$ cat config.mk
export PLATFORM = sky130hd
export DESIGN_NAME = bcd_cnt_ctrl
export DESIGN_NICKNAME = d
export VERILOG_FILES = /design/src/rtl/bcd_cnt_ctrl.sv
export SDC_FILE = /design/constraint.sdc
export NUM_CORES = 1
export LEC_CHECK = 0
export CAP_MARGIN = 30
export CORE_MARGIN = 2
export CORE_UTILIZATION = 52
export DETAILED_ROUTE_END_ITERATION = 10
export PLACE_DENSITY = 0.8
export SYNTH_ARGS = -nofsm -noshare
export SYNTH_HDL_FRONTEND = slang
export SYNTH_SLANG_ARGS = --single-unit
$ cat constraint.sdc
create_clock -name clk -period 3.2 [get_ports clk]
set_clock_uncertainty 0.15 [all_clocks]
set_input_delay 0.64 -clock clk [delete_from_list [all_inputs] [get_ports clk]]
set_output_delay 0.64 -clock clk [all_outputs]
set_load 0.005 [all_outputs]
$ cat src/rtl/bcd_cnt_ctrl.sv
// bcd_cnt_ctrl -- run controller for a chain of BCD decade counter digits.
//
// A prescaler divides clk by DIV to produce the count tick while running.
// The tick increments digit 0 and ripples carry through the chain in the
// same cycle. The count stops at a latched BCD target (DONE) or, when the
// target is zero or never matchable, free-runs with a one-cycle ovf pulse
// on the all-9s to all-0s wrap.
//
// Optional build macro: LAP_CAPTURE_EN enables the lap capture register.
// Without it the lap input is ignored and lap_out/lap_valid stay 0.
//
// Ports:
//   clk        system clock, rising edge
//   rst_n      asynchronous active-low reset
//   start      start/resume command (level, sampled every clk)
//   stop       pause command
//   clear      synchronous clear, highest priority
//   target     BCD stop value, all-zero selects free-run
//   bcd_out    current count, digit i at [4i+3:4i]
//   state      00 IDLE, 01 RUN, 10 PAUSE, 11 DONE
//   busy       high while state is RUN
//   done       one-cycle pulse when the target is reached
//   ovf        one-cycle pulse on wrap to all zeros
//   lap        lap capture strobe
//   lap_out    captured count
//   lap_valid  one-cycle pulse on capture
//
// state | meaning
// IDLE  | cleared, waiting for start
// RUN   | prescaler running, count advances on each tick
// PAUSE | count and prescaler phase frozen
// DONE  | count equals latched target and holds
module bcd_cnt_ctrl #(
  parameter int DIGITS = 4,
  parameter int DIV    = 10
) (
  input  logic                  clk,
  input  logic                  rst_n,
  input  logic                  start,
  input  logic                  stop,
  input  logic                  clear,
  input  logic [4*DIGITS-1:0]   target,
  output logic [4*DIGITS-1:0]   bcd_out,
  output logic [1:0]            state,
  output logic                  busy,
  output logic                  done,
  output logic                  ovf,
  input  logic                  lap,
  output logic [4*DIGITS-1:0]   lap_out,
  output logic                  lap_valid
);

  localparam int W  = 4 * DIGITS;
  localparam int PW = (DIV > 1) ? $clog2(DIV) : 1;
  localparam logic [PW-1:0] PRESC_MAX = PW'(DIV - 1);

  typedef enum logic [1:0] {
    IDLE  = 2'b00,
    RUN   = 2'b01,
    PAUSE = 2'b10,
    DONE  = 2'b11
  } state_t;

  state_t        state_q, state_nxt;
  logic [W-1:0]  cnt_q, cnt_nxt, cnt_inc;
  logic [W-1:0]  tgt_q, tgt_nxt;
  logic [PW-1:0] presc_q, presc_nxt;
  logic          tick, wrap, hit;
  logic          done_nxt, ovf_nxt;

  assign tick = (state_q == RUN) && (presc_q == PRESC_MAX);

  // Same-cycle carry chain: a digit advances only when every lower digit is 9.
  always_comb begin
    logic c;
    cnt_inc = cnt_q;
    c = 1'b1;
    for (int i = 0; i < DIGITS; i++) begin
      if (c) cnt_inc[4*i +: 4] = (cnt_q[4*i +: 4] >= 4'd9) ? 4'd0 : cnt_q[4*i +: 4] + 4'd1;
      c = c && (cnt_q[4*i +: 4] >= 4'd9);
    end
    wrap = c;
  end

  // A target holding a non-BCD digit can never equal cnt_inc, so it free-runs.
  assign hit = (tgt_q != '0) && (cnt_inc == tgt_q);

  always_comb begin
    state_nxt = state_q;
    cnt_nxt   = cnt_q;
    presc_nxt = presc_q;
    tgt_nxt   = tgt_q;
    done_nxt  = 1'b0;
    ovf_nxt   = 1'b0;
    if (clear) begin
      state_nxt = IDLE;
      cnt_nxt   = '0;
      presc_nxt = '0;
      tgt_nxt   = '0;
    end else begin
      case (state_q)
        IDLE: if (!stop && start) begin
          state_nxt = RUN;
          tgt_nxt   = target;
          presc_nxt = '0;
        end
        RUN: begin
          presc_nxt = tick ? '0 : presc_q + PW'(1);
          if (stop) state_nxt = PAUSE;
          // A tick coinciding with stop is still applied before pausing.
          if (tick) begin
            cnt_nxt = cnt_inc;
            if (hit) begin
              state_nxt = DONE;
              done_nxt  = 1'b1;
            end else if (wrap) begin
              ovf_nxt = 1'b1;
            end
          end
        end
        PAUSE: if (!stop && start) state_nxt = RUN;
        DONE: if (!stop && start) begin
          state_nxt = RUN;
          cnt_nxt   = '0;
          presc_nxt = '0;
          tgt_nxt   = target;
        end
        default: state_nxt = IDLE;
      endcase
    end
  end

  always_ff @(posedge clk or negedge rst_n) begin
    if (!rst_n) begin
      state_q <= IDLE;
      cnt_q   <= '0;
      presc_q <= '0;
      tgt_q   <= '0;
      busy    <= 1'b0;
      done    <= 1'b0;
      ovf     <= 1'b0;
    end else begin
      state_q <= state_nxt;
      cnt_q   <= cnt_nxt;
      presc_q <= presc_nxt;
      tgt_q   <= tgt_nxt;
      busy    <= (state_nxt == RUN);
      done    <= done_nxt;
      ovf     <= ovf_nxt;
    end
  end

  assign bcd_out = cnt_q;
  assign state   = state_q;

`ifdef LAP_CAPTURE_EN
  // Captures the registered count, i.e. the pre-increment value on a tick.
  always_ff @(posedge clk or negedge rst_n) begin
    if (!rst_n) begin
      lap_out   <= '0;
      lap_valid <= 1'b0;
    end else if (clear) begin
      lap_out   <= '0;
      lap_valid <= 1'b0;
    end else if (lap && (state_q == RUN || state_q == PAUSE)) begin
      lap_out   <= cnt_q;
      lap_valid <= 1'b1;
    end else begin
      lap_valid <= 1'b0;
    end
  end
`else
  logic unused_lap;
  assign unused_lap = lap;
  assign lap_out    = '0;
  assign lap_valid  = 1'b0;
`endif

endmodule
Word-level counts from Yosys, hierarchy flattened
Cells that the tools add are included.
- memories: 0
- logic and storage cells: 76
- bits in latches: 0
- output and inout port bits: 38
- memory bits (writable): 0
- input port bits: 22
- ROM bits: 0
- register bits: 41
- order comparisons: 4
- shift-type cells: 0
- add/sub/neg operators: 5
- bitwise gates (word level): 0
- reductions and logical operators: 18
- eq/ne operators: 9
- multiplexer cells: 33
- $mul: 0
- div/mod/pow operators: 0
- operators by type and width (cell ; count):
    two-way mux 16 bit ; 6
    two-way mux 4 bit ; 10
    one-hot mux 16 bit (2 select lines) ; 1
    adder 4 x 1 -> 4 bit (second input constant) ; 5
    == test 16 bit ; 1
    greater-or-equal comparator 4 bit (second input constant) ; 4
    nonzero test 16 bit ; 1
    two-way mux 2 bit ; 5
    two-way mux 1 bit ; 9
    one-hot mux 4 bit (2 select lines) ; 1
    logical AND 1 bit ; 6
    inequality test 3 bit (second input constant) ; 2
    nonzero test 3 bit ; 2
    == test 2 x 1 -> 1 bit (second input constant) ; 2
    == test 2 bit (second input constant) ; 2
    == test 4 bit (second input constant) ; 1
    one-hot mux 2 bit (2 select lines) ; 1
    AND reduction 2 bit ; 2
    nonzero test 2 bit ; 2
    inequality test 3 x 1 -> 1 bit (second input constant) ; 1
    AND reduction 3 bit ; 1
    OR reduction 3 bit ; 1
    zero test 2 bit ; 1
    OR reduction 2 bit ; 1
    zero test 1 bit ; 1

Longest topological paths before layout
- word-level depth: 11
- depth in mapped cells: 11
- depth with buffers taken out: 9

Worst setup path before layout
No wires, ideal clock.
- path type: register -> register
- start: register cnt_q[0], in the netlist bcd_out[0]
- end: register state_q[1], in the netlist state[1]
- data arrival time: 2.472 ns
- path slack: 0.492 ns
- period minus slack after synthesis: 2.708 ns
- setup time: 0.087 ns
- data required time: 2.963 ns
- cell stages (with the launch flop): 11
- path buffers: 2
- path through: dfrtp_1 > ha_1 > or3b_1 > buf_6 > and4_1 > buf_6 > mux2i_1 > a2bb2o_4 > nor4_2 > nand4_2 > a211oi_2
- longest elaborated chain between the ends: 10
- elaborated cells between the ends (all ways): 14
- classes of those cells: add/sub (1); order compare (1); eq/ne (1); mux (8); reduce/logical (3)
- RTL lines (what ; RTL line ; RTL):
    start, declared ; 65 ; logic [W-1:0] cnt_q, cnt_nxt, cnt_inc;
    start signal, assigned ; 144 ; cnt_q <= cnt_nxt;
    greater-or-equal comparator 4 bit ; 79, 80 ;
    logical AND 1 bit (2 in series) ; 80 ; c = c && (cnt_q[4*i +: 4] >= 4'd9);
    two-way mux 4 bit ; 79 ; if (c) cnt_inc[4*i +: 4] = (cnt_q[4*i +: 4] >= 4'd9) ? 4'd0 : cnt_q[4*i +: 4] + 4'd1;
    == test 16 bit (*) ; 86 ; assign hit = (tgt_q != '0) && (cnt_inc == tgt_q);
    logical AND 1 bit (*) ; 86 ;
    two-way mux 2 bit (*) ; 113 ; if (hit) begin
    two-way mux 2 bit (*) ; 111 ; if (tick) begin
    one-hot mux 2 bit (2 select lines) (*) ; 101 ; case (state_q)
    two-way mux 2 bit (*) ; 95 ; if (clear) begin
    net state_nxt[1] ; 64 ; state_t state_q, state_nxt;
    end signal, assigned ; 143 ; state_q <= state_nxt;
    end, declared ; 64 ;
The timed path passes the listed nets; every way through them passes the cells marked *.
A chain may end at the register's enable or synchronous reset.

Worst setup path in the final report
Same ends and word-level chain as after synthesis.

==> metrics.md <==
| Metric | Value |
|---|---|
| Initial Util | `0.5418` |
| Post_cts resized | `0` |
| Kind of critical path | `reg2reg` |
| Number of routed nets with antenna violations | `0` |
| TritonCTS clock tree | `built` |
| Top cells by area, synth | `dfrtp_1 34%, ha_1 6.7%, o21ai_0 5.7%` |
| Post-Synth Simple-Gate Area | `0.2272` |
| Sequential area share after synthesis | `0.3418` |
| Async SR Flop Fraction | `1.000` |
| Vias | `about 2,600` |
| Num ports | `60` |
| Crit-path max FO | `8` |
| Maximum clock frequency | `~330 MHz` |
| Min Tclk post-route | `3.015 ns` |
| Postcts setup bufs | `0` |
| Worst EP required | `3.26 ns` |
| Slew HR | `0.3955` |
| Xor/xnor share of the synthesized area | `0.03501` |
| Die area | `6396 µm²` |
| Post-Synthesis Cells | `roughly 340` |
| Clock slew at reported path FFs | `about 0.080 ns` |
| Status | `finished clean` |
| Worst reg2reg endpoint | `state[1]$_DFF_PN0_` |
| # DRC | `0` |
| Routed len/inst | `roughly 15 µm` |
| Setup tns final | `0 ns` |
| Reg2reg start | `bcd_out[0]$_DFFE_PN0P_` |
| WL final | `6.685 mm` |
| Tot Pwr | `around 1.1 mW` |
| Max capacitance violation total | `0` |
| FF-to-FF setup slack | `approximately 0.19 ns` |
| Final Instance Area | `approximately 3500 µm²` |
| Slew Limit Fails | `0` |
| Antenna diodes | `0` |
| Count leader, synth | `dfrtp_1` |
| Maximum root-to-sink buffer count | `2` |
| Post-synthesis mux area share | `0.01876` |
| Clk_lat worst skew | `approximately 0.29 ns` |
| Initial antenna violation count | `0` |
| Sequential cell area | `~1000 µm²` |
| DP Area | `around 3400 µm²` |
| Most common flop cell mapped by yosys | `dfrtp_1` |
| Hold_buf cts | `0` |
| Die width | `approximately 80 µm` |
| Initial DRC count | `230` |
| Filler instances | `approximately 500` |
| CP startpoint kind | `flop` |
| Reg2reg path depth | `8` |
| Vias in the first global route | `about 2,300` |
| Critical Path End Type | `flop` |
| Dpl hpwl | `5.086 mm` |
| EDFF count, synth | `0` |
| Top-area cell type share of the netlist area | `0.3418` |
| Area Growth Syn to Fin | `16.80%` |
| Largest net degree at the start of global routing | `42` |
| Share of cells above drive strength 1 | `0.09091` |
| Clock Tree Root | `clkbuf_8` |
| Worst IR Drop VDD | `roughly 0.19 mV` |
| Core box area | `approximately 5500 µm²` |
| Largest family of logic cells by synthesized area | `simple AND/OR/NAND/NOR gates` |
| Cell Area, Synth | `between 3000 and 4000 µm²` |
| Final Net Count | `just over 400` |
| CTS Sinks | `slightly above 40` |
| Gpl congestion | `between 0.9 and 1` |
| Area leader, netlist | `dfrtp_1` |
| Average size of a mapped cell | `8.907 µm²` |
| Multi-input gate area | `between 1500 and 2000 µm²` |
| Yosys reg bits | `~40` |
| Inserted Clock Buffers | `5` |
| Drt via density | `~5.8` |
| RSZ-0062 raised after global routing | `no` |
| Setup violators final | `0` |
| Unique masters post-synth | `65` |
| Synth warn | `0` |
| Worst min-delay path class | `in2async` |
| CTS H-tree lvls | `2` |
| Fin crit share | `0.9420` |
| Leak | `roughly 1.5 nW` |
| Worst path arrival time | `between 3 and 4 ns` |
| FP Rows | `27` |
| Die height | `79.98 µm` |
| Post-Synth Adder-Cell Area | `0.06669` |
| Worst-Margin Slew | `0.9068 ns` |
| Power density cells | `around 330 nW/µm²` |
| Final Hold Fails | `0` |
| Port buffer count | `between 40 and 50` |
| Pre-antenna DRT Iters | `4` |
| Synth cell count leaders | `41 x dfrtp_1, 35 x nand2_1, 34 x o21ai_0, 22 x nand2b_1, 18 x buf_4` |
| All-Layer GR Usage | `0.2199` |
| Compound-Gate Fraction of Synth Area | `0.2180` |
| Total grt overflow | `0` |
| First-pass GRT wire length | `11.10 mm` |
critical path, stage by stage (launching register included):
cell and delay, ns:
dfrtp_1 0.47, ha_1 0.27, nor3b_2 0.49, o21ai_0 0.22, a21boi_0 0.26, a2bb2o_4 0.23, nor4_2 0.40, nand4_2 0.20
a211oi_2 0.24
registers in the layout, indices dropped and copies added, names as in the netlist:
register,cells
bcd_out,16
tgt_q,16
presc_q,4
state,2
busy,1
done,1
ovf,1
metal layers:
metal | track usage | wire (µm)
met3 | 0.03394 | 340
met2 | 0.3592 | 3135
met5 | 0 | 0
met4 | 0.06102 | 140
met1 | 0.3025 | 3069
area by class of cell:
class                      instances  share of cell area
inverter                          16             0.01713
timing repair buffer              47              0.1285
clock inverter                     1            0.008565
sequential                        41              0.2926
multi-input combinational        262              0.5029
tap                               72             0.02570
clock buffer                       7             0.02463
placed cells by master, fill, tap and decap left out, types with 3 or more instances in the layout:
cell and n:
dfrtp_1 41, clkdlybuf4s50_1 40, nand2_1 35, o21ai_0 34, nand2b_1 22, conb_1 17, nor2_1 16, ha_1 16
inv_1 14, a21oi_1 14, xor2_1 7, nand3_1 6, a22o_1 6, clkbuf_8 6, buf_4 6, and3_1 5
xnor2_1 5, nor4_1 5, or3b_1 4, nand4_1 4, o31ai_1 4, a21boi_0 3, mux2i_1 3, a32o_1 3
how the worst max path moves through the flow:
| stage | from | to | slack (ns) |
|---|---|---|---|
| 2_1_floorplan | bcd_out[0]$_DFFE_PN0P_ | state[1]$_DFF_PN0_ | 0.49 |
| 3_3_place_gp | bcd_out[4]$_DFFE_PN0P_ | state[1]$_DFF_PN0_ | 0.26 |
| 3_5_place_dp | bcd_out[5]$_DFFE_PN0P_ | state[1]$_DFF_PN0_ | 0.18 |
| 4_1_cts | bcd_out[5]$_DFFE_PN0P_ | state[1]$_DFF_PN0_ | 0.14 |
| 5_1_grt | bcd_out[0]$_DFFE_PN0P_ | state[1]$_DFF_PN0_ | 0.01 |
| 6_report | bcd_out[0]$_DFFE_PN0P_ | state[1]$_DFF_PN0_ | 0.19 |
power breakdown:
group | switching, mW | internal [mW] | leakage, nW
Clock | 0.174 | 0.254 | 0.0585
Sequential | 0.0282 | 0.539 | 0.555
Combinational | 0.0777 | 0.0746 | 0.906
cells by family (layout without fill, tap and decap cells):
| group | after synthesis | in the layout |
|---|---|---|
| AND/OR/NAND/NOR | 117 | 117 |
| AO/OA/AOI/OAI | 95 | 95 |
| buffers and inverters | 50 | 71 |
| flip-flops | 41 | 41 |
| adder cells (fa/ha/maj) | 16 | 16 |
| XOR/XNOR | 12 | 12 |
| multiplexers | 5 | 5 |
| other | 1 | 17 |
per-stage QoR:
step                  util  setup slack (ns)  hold slack, ns  instances
floorplan                -            0.4918          0.1944        353
CTS                 0.6326            0.1398          0.3541        446
global route        0.6328          0.009952          0.3882        446
finish              0.6328            0.1855          0.3250        446
detailed placement  0.6116            0.1820          0.3548        438
global placement    0.6116            0.2631          0.3355        438
Power figures use the tool's default switching activity.
